===== config.mk =====
export PLATFORM = sky130hd
export DESIGN_NAME = carry_look_ahead_adder
export DESIGN_NICKNAME = d
export VERILOG_FILES = /design/src/rtl/cla_pkg.sv /design/src/rtl/cla_block4.sv /design/src/rtl/carry_look_ahead_adder.sv
export SDC_FILE = /design/constraint.sdc
export NUM_CORES = 1
export LEC_CHECK = 0
export ABC_AREA = 0
export CAP_MARGIN = 20
export CORE_AREA = 2 2 39 41
export DETAILED_ROUTE_END_ITERATION = 8
export DIE_AREA = 0 0 41 43
export GPL_TIMING_DRIVEN = 0
export SLEW_MARGIN = 20
export SYNTH_ARGS = -nofsm -noshare
export SYNTH_HDL_FRONTEND = slang
export SYNTH_SLANG_ARGS = --single-unit

===== constraint.sdc =====
create_clock -name clk -period 0.8 [get_ports clk]
set_input_delay 0.08 -clock clk [delete_from_list [all_inputs] [get_ports clk]]
set_output_delay 0.08 -clock clk [all_outputs]
set_load 0.01 [all_outputs]

===== src/rtl/cla_pkg.sv =====
// Shared constants and types for the carry-look-ahead adder.
package cla_pkg;

  localparam int unsigned CLA_BLOCK_W = 4;

  // Group generate/propagate pair produced by each 4-bit block.
  typedef struct packed {
    logic g;
    logic p;
  } cla_pg_t;

endpackage


===== src/rtl/cla_block4.sv =====
// Combinational 4-bit look-ahead block: sum bits plus group generate/propagate.
module cla_block4
  import cla_pkg::*;
(
  input  logic [3:0] a,
  input  logic [3:0] b,
  input  logic       c0,
  output logic [3:0] s,
  output cla_pg_t    pg
);

  logic [3:0] g;
  logic [3:0] p;
  logic       c1;
  logic       c2;
  logic       c3;

  assign g = a & b;
  assign p = a ^ b;

  // Expanded carry equations, each a flat sum of products from c0.
  assign c1 = g[0] | (p[0] & c0);
  assign c2 = g[1] | (p[1] & g[0]) | (p[1] & p[0] & c0);
  assign c3 = g[2] | (p[2] & g[1]) | (p[2] & p[1] & g[0])
            | (p[2] & p[1] & p[0] & c0);

  assign s = p ^ {c3, c2, c1, c0};

  assign pg.g = g[3] | (p[3] & g[2]) | (p[3] & p[2] & g[1])
              | (p[3] & p[2] & p[1] & g[0]);
  assign pg.p = &p;

endmodule


===== src/rtl/carry_look_ahead_adder.sv =====
// Registered two-level carry-look-ahead adder: sum/cout one clock after a, b, cin.
// Define CLA_GROUP_PG_EN to add registered whole-word grp_g/grp_p outputs.
module carry_look_ahead_adder
  import cla_pkg::*;
#(
  parameter int unsigned WIDTH = 4
) (
  input  logic             clk,
  input  logic             rst,
  input  logic [WIDTH-1:0] a,
  input  logic [WIDTH-1:0] b,
  input  logic             cin,
`ifdef CLA_GROUP_PG_EN
  output logic             grp_g,
  output logic             grp_p,
`endif
  output logic [WIDTH-1:0] sum,
  output logic             cout
);

  localparam int unsigned NBLK = WIDTH / CLA_BLOCK_W;

  if (WIDTH == 0 || (WIDTH % CLA_BLOCK_W) != 0) begin : g_bad_width
    $error("carry_look_ahead_adder: WIDTH must be a positive multiple of 4");
  end

  logic [NBLK-1:0]  blk_c;
  cla_pg_t          blk_pg [NBLK];
  logic [WIDTH-1:0] sum_c;
  logic             cout_c;

  for (genvar k = 0; k < NBLK; k++) begin : g_blk
    cla_block4 u_blk (
      .a  (a[k*CLA_BLOCK_W +: CLA_BLOCK_W]),
      .b  (b[k*CLA_BLOCK_W +: CLA_BLOCK_W]),
      .c0 (blk_c[k]),
      .s  (sum_c[k*CLA_BLOCK_W +: CLA_BLOCK_W]),
      .pg (blk_pg[k])
    );
  end

  // Top-level look-ahead: block carry-ins from group terms and cin.
  always_comb begin
    logic c;
    blk_c = '0;
    c     = cin;
    for (int unsigned k = 0; k < NBLK; k++) begin
      blk_c[k] = c;
      c        = blk_pg[k].g | (blk_pg[k].p & c);
    end
    cout_c = c;
  end

  always_ff @(posedge clk or posedge rst) begin
    if (rst) begin
      sum  <= '0;
      cout <= 1'b0;
    end else begin
      sum  <= sum_c;
      cout <= cout_c;
    end
  end

`ifdef CLA_GROUP_PG_EN
  logic word_g_c;
  logic word_p_c;

  // Whole-word group terms, independent of cin, for a higher look-ahead level.
  always_comb begin
    word_g_c = 1'b0;
    word_p_c = 1'b1;
    for (int unsigned k = 0; k < NBLK; k++) begin
      word_g_c = blk_pg[k].g | (blk_pg[k].p & word_g_c);
      word_p_c = word_p_c & blk_pg[k].p;
    end
  end

  always_ff @(posedge clk or posedge rst) begin
    if (rst) begin
      grp_g <= 1'b0;
      grp_p <= 1'b0;
    end else begin
      grp_g <= word_g_c;
      grp_p <= word_p_c;
    end
  end
`endif

endmodule


# == After elaboration in Yosys (flattened, before gate mapping) ==
# Cells that the tools add are included.
# word_totals
output_inout_bits,5
reg_bits,5
word_cells,31
# op_classes
reduce_logical,1
bitwise_logic,28
# op_table
operator,count
$and A1 B1 Y1,15
$or A1 B1 Y1,10
$xor A4 B4 Y4,2
$and A4 B4 Y4,1
$reduce_and A4 Y1,1

# == Longest topological paths before layout ==
# Gate-level depths: netlist of the first run.
# logic_depth
depth_word,6
depth_mapped,4
mapped_depth_nobuf,4

# == Hierarchy ==
# Synthesis of the first run repeated with hierarchy kept, for this count alone.
# unflattened
cells_unflattened,29
hier_area_um2,319.1
# by_module_without_submodules
module,area_per_inst_um2,cells_each,n_inst
cla_block4,182.7,22,1
carry_look_ahead_adder,136.4,7,1

# == Worst setup path before layout of the first run ==
# No wires, ideal clock.
# synth_path
path_kind,input to register
startpoint,input port a[2]
endpoint,register cout
t_arrival_ps,929
setup_time_ps,118
setup_slack_ps,-247
path_buffers,0
path_stages,4
required_time_ps,682
path_cell_list,ha_1 -> a21o_1 -> a31o_1 -> a21o_1
# synth_via
elab_chain_cells,6
word_cells_on_any_way,13
cone_classes,12 x bitwise; 1 x reduce/logical
# synth_lines
element,line,rtl
"start, declared",carry_look_ahead_adder.sv:10,"input logic [WIDTH-1:0] a,"
$and A4 B4 Y4 or $xor A4 B4 Y4 (tied branches),"cla_block4.sv:18, cla_block4.sv:19",
"$and A1 B1 Y1, on equally long branches","cla_block4.sv:29, cla_block4.sv:30",
"$or A1 B1 Y1, or another cell as far along",cla_block4.sv:29,assign pg.g = g[3] | (p[3] & g[2]) | (p[3] & p[2] & g[1])
$or A1 B1 Y1 or $and A1 B1 Y1 (tied branches),"cla_block4.sv:29, cla_block4.sv:30",
$or A1 B1 Y1,cla_block4.sv:30,| (p[3] & p[2] & p[1] & g[0]);
$or A1 B1 Y1 *,carry_look_ahead_adder.sv:49,c = blk_pg[k].g | (blk_pg[k].p & c);
net cout_c,carry_look_ahead_adder.sv:30,logic cout_c;
"end signal, assigned",carry_look_ahead_adder.sv:60,cout <= cout_c;
"end, declared",carry_look_ahead_adder.sv:18,output logic cout
# Mark *: on every way through the listed nets, which the timed path passes. The rest lies on a longest branch.

# == Worst setup path after layout of the first run ==
# layout_path
startpoint,register sum[3]
endpoint,output port sum[3]
# layout_lines
element,line,rtl
"start, declared",carry_look_ahead_adder.sv:17,"output logic [WIDTH-1:0] sum,"
"start signal, assigned",carry_look_ahead_adder.sv:59,sum <= sum_c;
# No word-level cell between the ends.

==> flow_metrics.py, run 1 <==
metrics = {
    "timing": {
        "period_minus_slack_ns": 0.8081,
        "timing.fmax_mhz": 1238,
        "hold_viol_final": 0,
        "rsz0062_at_grt": "yes",
        "tns_ns": -0.01223,
        "drv_slew": 0,
        "worstMarginPinSlew_ns": 0.1835,
        "final-setup-viol-count": 4,
        "setup_ws_ns": -0.008066,
        "finalCritPeriodShare_pct": 101.0,
        "slew_headroom_pct": 87.75,
        "whs_ns": 0.03745,
    },
    "hold_path": {
        "worstHoldPathType": "input port to async pin",
    },
    "detailed_routing": {
        "via_count": 229,
        "dr.pass1.iters": 2,
        "met3_length_um": 54,
        "wl_per_cell_um": 9.746,
        "route.met2.wl_um": 288,
        "routed.top_layer": "met3",
        "wl_met1_um": 231,
        "wl_um": 575,
        "antenna_left": 0,
        "drt-initial-drc-count": 1,
        "drcViolationCount": 0,
        "routed_via_density": 3.881,
    },
    "grt": {
        "grt_overflow": 0,
        "grt_antenna_before_repair": 0,
        "grt_use_total_pct": 7.754,
        "grt_pass1_vias": 236,
        "grt_pass1_wl_um": 883,
        "grt_max_degree": 6,
    },
    "floorplan": {
        "core-area_mm2": 0.001384,
        "die_area_mm2": 0.001763,
        "dieWidth_um": 41,
        "io_pins": 16,
        "start_util_pct": 19.98,
        "die_h_um": 43,
        "fp-row-count": 14,
    },
    "logic_synthesis": {
        "yosysWarnings": 0,
        "avgSynthCellArea_um2": 12.02,
        "postSynthCellCount": 23,
        "synth_seq_area_share_pct": 45.25,
        "synth_top_area_share_pct": 45.25,
        "synth_fp_nets": 39,
        "ys_ff_latch": 5,
        "synth_area_leaders": "dfrtp_1 (45%), ha_1 (18%), a21o_1 (8.1%), fa_1 (7.2%), inv_1 (6.8%)",
        "yosysTopAreaCell": "dfrtp_1",
        "synth_cell_types": 9,
        "mappedNetlistArea_um2": 276.5,
    },
    "worst_setup_path": {
        "slowest_stage": "dfrtp_1",
        "cp-end-kind": "output port",
        "crit_buf_inv": 1,
        "critPathTopFamily": "flip-flops",
        "required_ns": 0.72,
        "cp.arrival_ns": 0.73,
        "crit_path_start_kind": "flop",
        "path_max_fanout": 1,
        "crit_type": "flop to output port",
        "crit_path_cell_trace": "buf_6",
        "cp_slowest_stage_delay_ns": 0.37,
    },
    "clock_network": {
        "root_buffer": "clkbuf_4",
        "h-tree-depth": 1,
        "cts_tree": "yes",
        "numCtsBuffers": 3,
        "clock_sinks": 5,
        "clockBufferDepth": 2,
        "cts-hold-fix-buffers": 0,
        "cts.reportedPaths.clkPinSlew_ns": 0.04,
    },
    "outcome": {
        "outcome": "finished, violations left",
        "violations": "negative setup slack",
    },
    "layout": {
        "drive_above_1_share_pct": 46.51,
        "final_cell_mix": "inv_1 (5), dfrtp_1 (5), buf_2 (5)",
        "multi_input_area_um2": 185.2,
        "fin_nets": 60,
        "area.growth.synth_to_final_pct": 85.52,
        "nFillCells": 150,
        "diodes": 0,
        "final_core_util_pct": 37.07,
        "seq_area_um2": 125.1,
    },
    "power_and_ir_drop": {
        "leakage_nw": 0.2625,
        "ir_drop_v": 0.0003975,
        "power_uw": 872.7,
        "p_per_area_mw_per_mm2": 1701,
    },
    "place": {
        "gp_congestion": 0.5585,
        "place.detailed.hpwl_um": 398.6,
        "io_buffers": 15,
        "post-place-ws_ns": -0.7261,
    },
    "flow_run": {
        "drv_cap": 0,
    },
}
==> synthesized netlist by cell type <==
master and n:
a21o_1 3, a21oi_1 1, a31o_1 1, dfrtp_1 5, fa_1 1, ha_1 4, inv_1 5, xnor2_1 2
xor2_1 1
==> power breakdown <==
| part | switching, mW | total (mW) | internal [mW] |
|---|---|---|---|
| sequential | 0.0136 | 0.311 | 0.298 |
| clock | 0.101 | 0.290 | 0.188 |
| combinational | 0.113 | 0.272 | 0.158 |
| total | 0.228 | 0.873 | 0.644 |
==> metrics by stage <==
| stage | cell area, µm² | cells |
|---|---|---|
| final | 513.0 | 59 |
| after CTS | 490.5 | 59 |
| after global placement | 471.7 | 54 |
| after global routing | 513.0 | 59 |
| after floorplan | 301.5 | 23 |
| after detailed placement | 471.7 | 54 |
==> registers in the layout, summed over array words and instances (netlist names) <==
signal  cells
cout        1
sum         4
==> cells by family after synthesis <==
family / Yosys count / share of synthesized area [%]
fa+ha+maj: 5 / 25.34
flops: 5 / 45.25
xor+xnor: 3 / 9.504
buf+inv: 5 / 6.788
compound gates: 5 / 13.12
==> final timing paths <==
path / startpoint / endpoint / slack [ns] / cells after the start
max: sum[3] / sum[3] / -0.008 / 1
min: rst / sum[2] / 0.04 / 2
max in group asynchronous: rst / sum[0] / 0.59 / 2
min in group clk: b[1] / sum[1] / 0.20 / 3
==> what timing repair did <==
item                       4_1_cts  5_1_grt
resized for setup               51        7
pin swaps                        6        3
setup endpoints to repair       10        7
buffers inserted                 1        0
==> cell type report <==
type | instances | area share, %
Multi-Input combinational cell | 13 | 36.10
Sequential cell | 5 | 24.39
Clock buffer | 4 | 5.122
Tap cell | 16 | 3.902
Timing Repair Buffer | 16 | 26.83
Inverter | 5 | 3.659
==> per-layer routing <==
layer	up-vias	global-route usage (%)
met5	-	0
met4	0	10.00
met3	0	0
met2	13	10.63
met1	102	9.091
li1	114	-
Note: power is estimated with default switching activity, not from simulation.
==> run 2, diff against run 1 <==
Settings changed: CTS_BUF_LIST set to sky130_fd_sc_hd__clkbuf_8.
==> flow_metrics.py, run 2 (same netlist as run 1, synthesis figures left out) <==
metrics = {
    "place": {
        "io_buffers": 15,
        "dpl_cell_area_um2": 471.7,
        "place.detailed.hpwl_um": 398.6,
        "gp_congestion": 0.5585,
    },
    "timing": {
        "hold_viol_final": 0,
        "final-setup-viol-count": 2,
        "finalCritPeriodShare_pct": 102.8,
        "period_minus_slack_ns": 0.8222,
        "worstMarginPinSlew_ns": 0.1833,
        "rsz0062_at_grt": "yes",
        "timing.fmax_mhz": 1216,
        "setup_ws_ns": -0.02219,
        "drv_slew": 0,
        "slew_headroom_pct": 87.77,
    },
    "floorplan": {
        "dieWidth_um": 41,
        "core-area_mm2": 0.001384,
        "start_util_pct": 19.98,
        "die_h_um": 43,
        "fp-row-count": 14,
        "io_pins": 16,
        "die_area_mm2": 0.001763,
    },
    "layout": {
        "fin_nets": 60,
        "diodes": 0,
        "top_regs": "sum x4, cout x1",
        "drive_above_1_share_pct": 46.51,
        "final_cell_mix": "inv_1 (6), buf_2 (6), dfrtp_1 (5)",
        "final_cell_area_um2": 523.0,
        "multi_input_area_um2": 185.2,
        "largest_reg_flops": 4,
        "area.growth.synth_to_final_pct": 89.14,
        "top_register": "sum",
        "seq_area_um2": 125.1,
        "nFillCells": 148,
    },
    "grt": {
        "grt.busiest_layer": "met2",
        "grt_max_degree": 6,
        "use_met1_pct": 9.740,
        "grt_pass1_wl_um": 903,
        "grt_pass1_vias": 238,
        "use_met3_pct": 0,
        "grt_antenna_before_repair": 0,
        "met2_usage_pct": 10.63,
        "grt_overflow": 0,
        "grt_use_total_pct": 7.956,
    },
    "clock_network": {
        "clockBufferDepth": 2,
        "cts-hold-fix-buffers": 0,
        "cts.reportedPaths.clkPinSlew_ns": 0.03,
        "h-tree-depth": 1,
        "root_buffer": "clkbuf_8",
        "numCtsBuffers": 3,
        "clock_sinks": 5,
        "cts_tree": "yes",
    },
    "power_and_ir_drop": {
        "seq_power_share_pct": 30.5,
        "p_per_area_mw_per_mm2": 1938,
        "netSwitchingFraction_pct": 23.84,
        "clkPwrFrac_pct": 44.1,
        "ir_drop_v": 0.0004529,
        "power_mw": 1.013,
        "leakage_nw": 0.2638,
        "p_int_uw": 771.8,
        "p_comb_share_pct": 25.4,
        "switchingPower_uw": 241.6,
    },
    "worst_setup_path": {
        "cp.arrival_ns": 0.93,
        "required_ns": 0.91,
        "cp-end-kind": "flop",
        "path_max_fanout": 2,
        "crit_path_start_kind": "input port",
        "crit_type": "input port to flop",
    },
    "flow_run": {
        "drv_cap": 0,
    },
    "outcome": {
        "outcome": "finished, violations left",
        "violations": "negative setup slack",
    },
    "detailed_routing": {
        "drt-initial-drc-count": 1,
        "dr.pass1.iters": 2,
        "drcViolationCount": 0,
        "via_count": 229,
        "wl_um": 561,
        "wl_per_cell_um": 9.508,
        "routed_via_density": 3.881,
        "antenna_left": 0,
    },
    "hold_path": {
        "worstHoldPathType": "input port to async pin",
    },
}
run 2: routing by layer:
layer / up-vias / part of all wire [%]
li1: 114 / -
met1: 98 / 41
met2: 15 / 46
met3: 2 / 11
met4: 0 / 2.7
met5: - / 0
run 2: what timing repair did:
item                                    CTS  global route
endpoints found under the hold margin     0             0
endpoints found under the setup margin   10             5
resized for setup                        53             5
pin swaps                                 6             4
buffers inserted                          1             0
run 2: layout make-up:
type / instances / share of cell area, %
clock buffers: 3 / 7.895
clock inverters: 1 / 0.7177
inverters: 5 / 3.589
multi-input cells: 13 / 35.41
flip-flops and latches: 5 / 23.92
well taps: 16 / 3.828
repair buffers: 16 / 24.64
run 2: final timing paths:
check	start	end	slack, ns	depth (start not counted)
min in group clk	b[1]	sum[1]	0.22	3
worst max-delay path	b[0]	cout	-0.02	5
max in group asynchronous	rst	sum[0]	0.57	2
worst min-delay path	rst	sum[2]	0.06	2
run 2: metrics by stage:
step           cells  setup slack (ns)  hold slack (ns)  TNS [ns]  util [%]
2_1_floorplan     23           -0.1421          -0.1415   -0.2983         -
3_3_place_gp      54           -0.7196           0.2880    -3.690     34.09
5_1_grt           59          -0.04790          0.09067   -0.1018     37.79
6_report          59          -0.02219          0.06139  -0.02973     37.79
3_5_place_dp      54           -0.7261           0.2892    -3.735     34.09
4_1_cts           59          -0.07242          0.06725   -0.1072     37.61
run 2: critical path, stage by stage:
cell	delay (ns)
buf_8	0.10
ha_4	0.22
a21o_1	0.17
a31o_1	0.20
a21o_1	0.16
run 2: power groups by stage:
stage                     clock network [mW]  logic [mW]  registers [mW]
after floorplan                            0      0.0936           0.338
after global placement                     0       0.276           0.311
after detailed placement                   0       0.278           0.312
after CTS                              0.462       0.252           0.308
after global routing                   0.470       0.292           0.312
final                                  0.446       0.258           0.309
==> run 3, diff against run 2 <==
Settings changed: CTS_CLUSTER_SIZE set to 40, SLEW_MARGIN 20 to 10.
==> results of run 3 <==
Same layout as run 2: the final DEF is identical, and so are final timing and power.
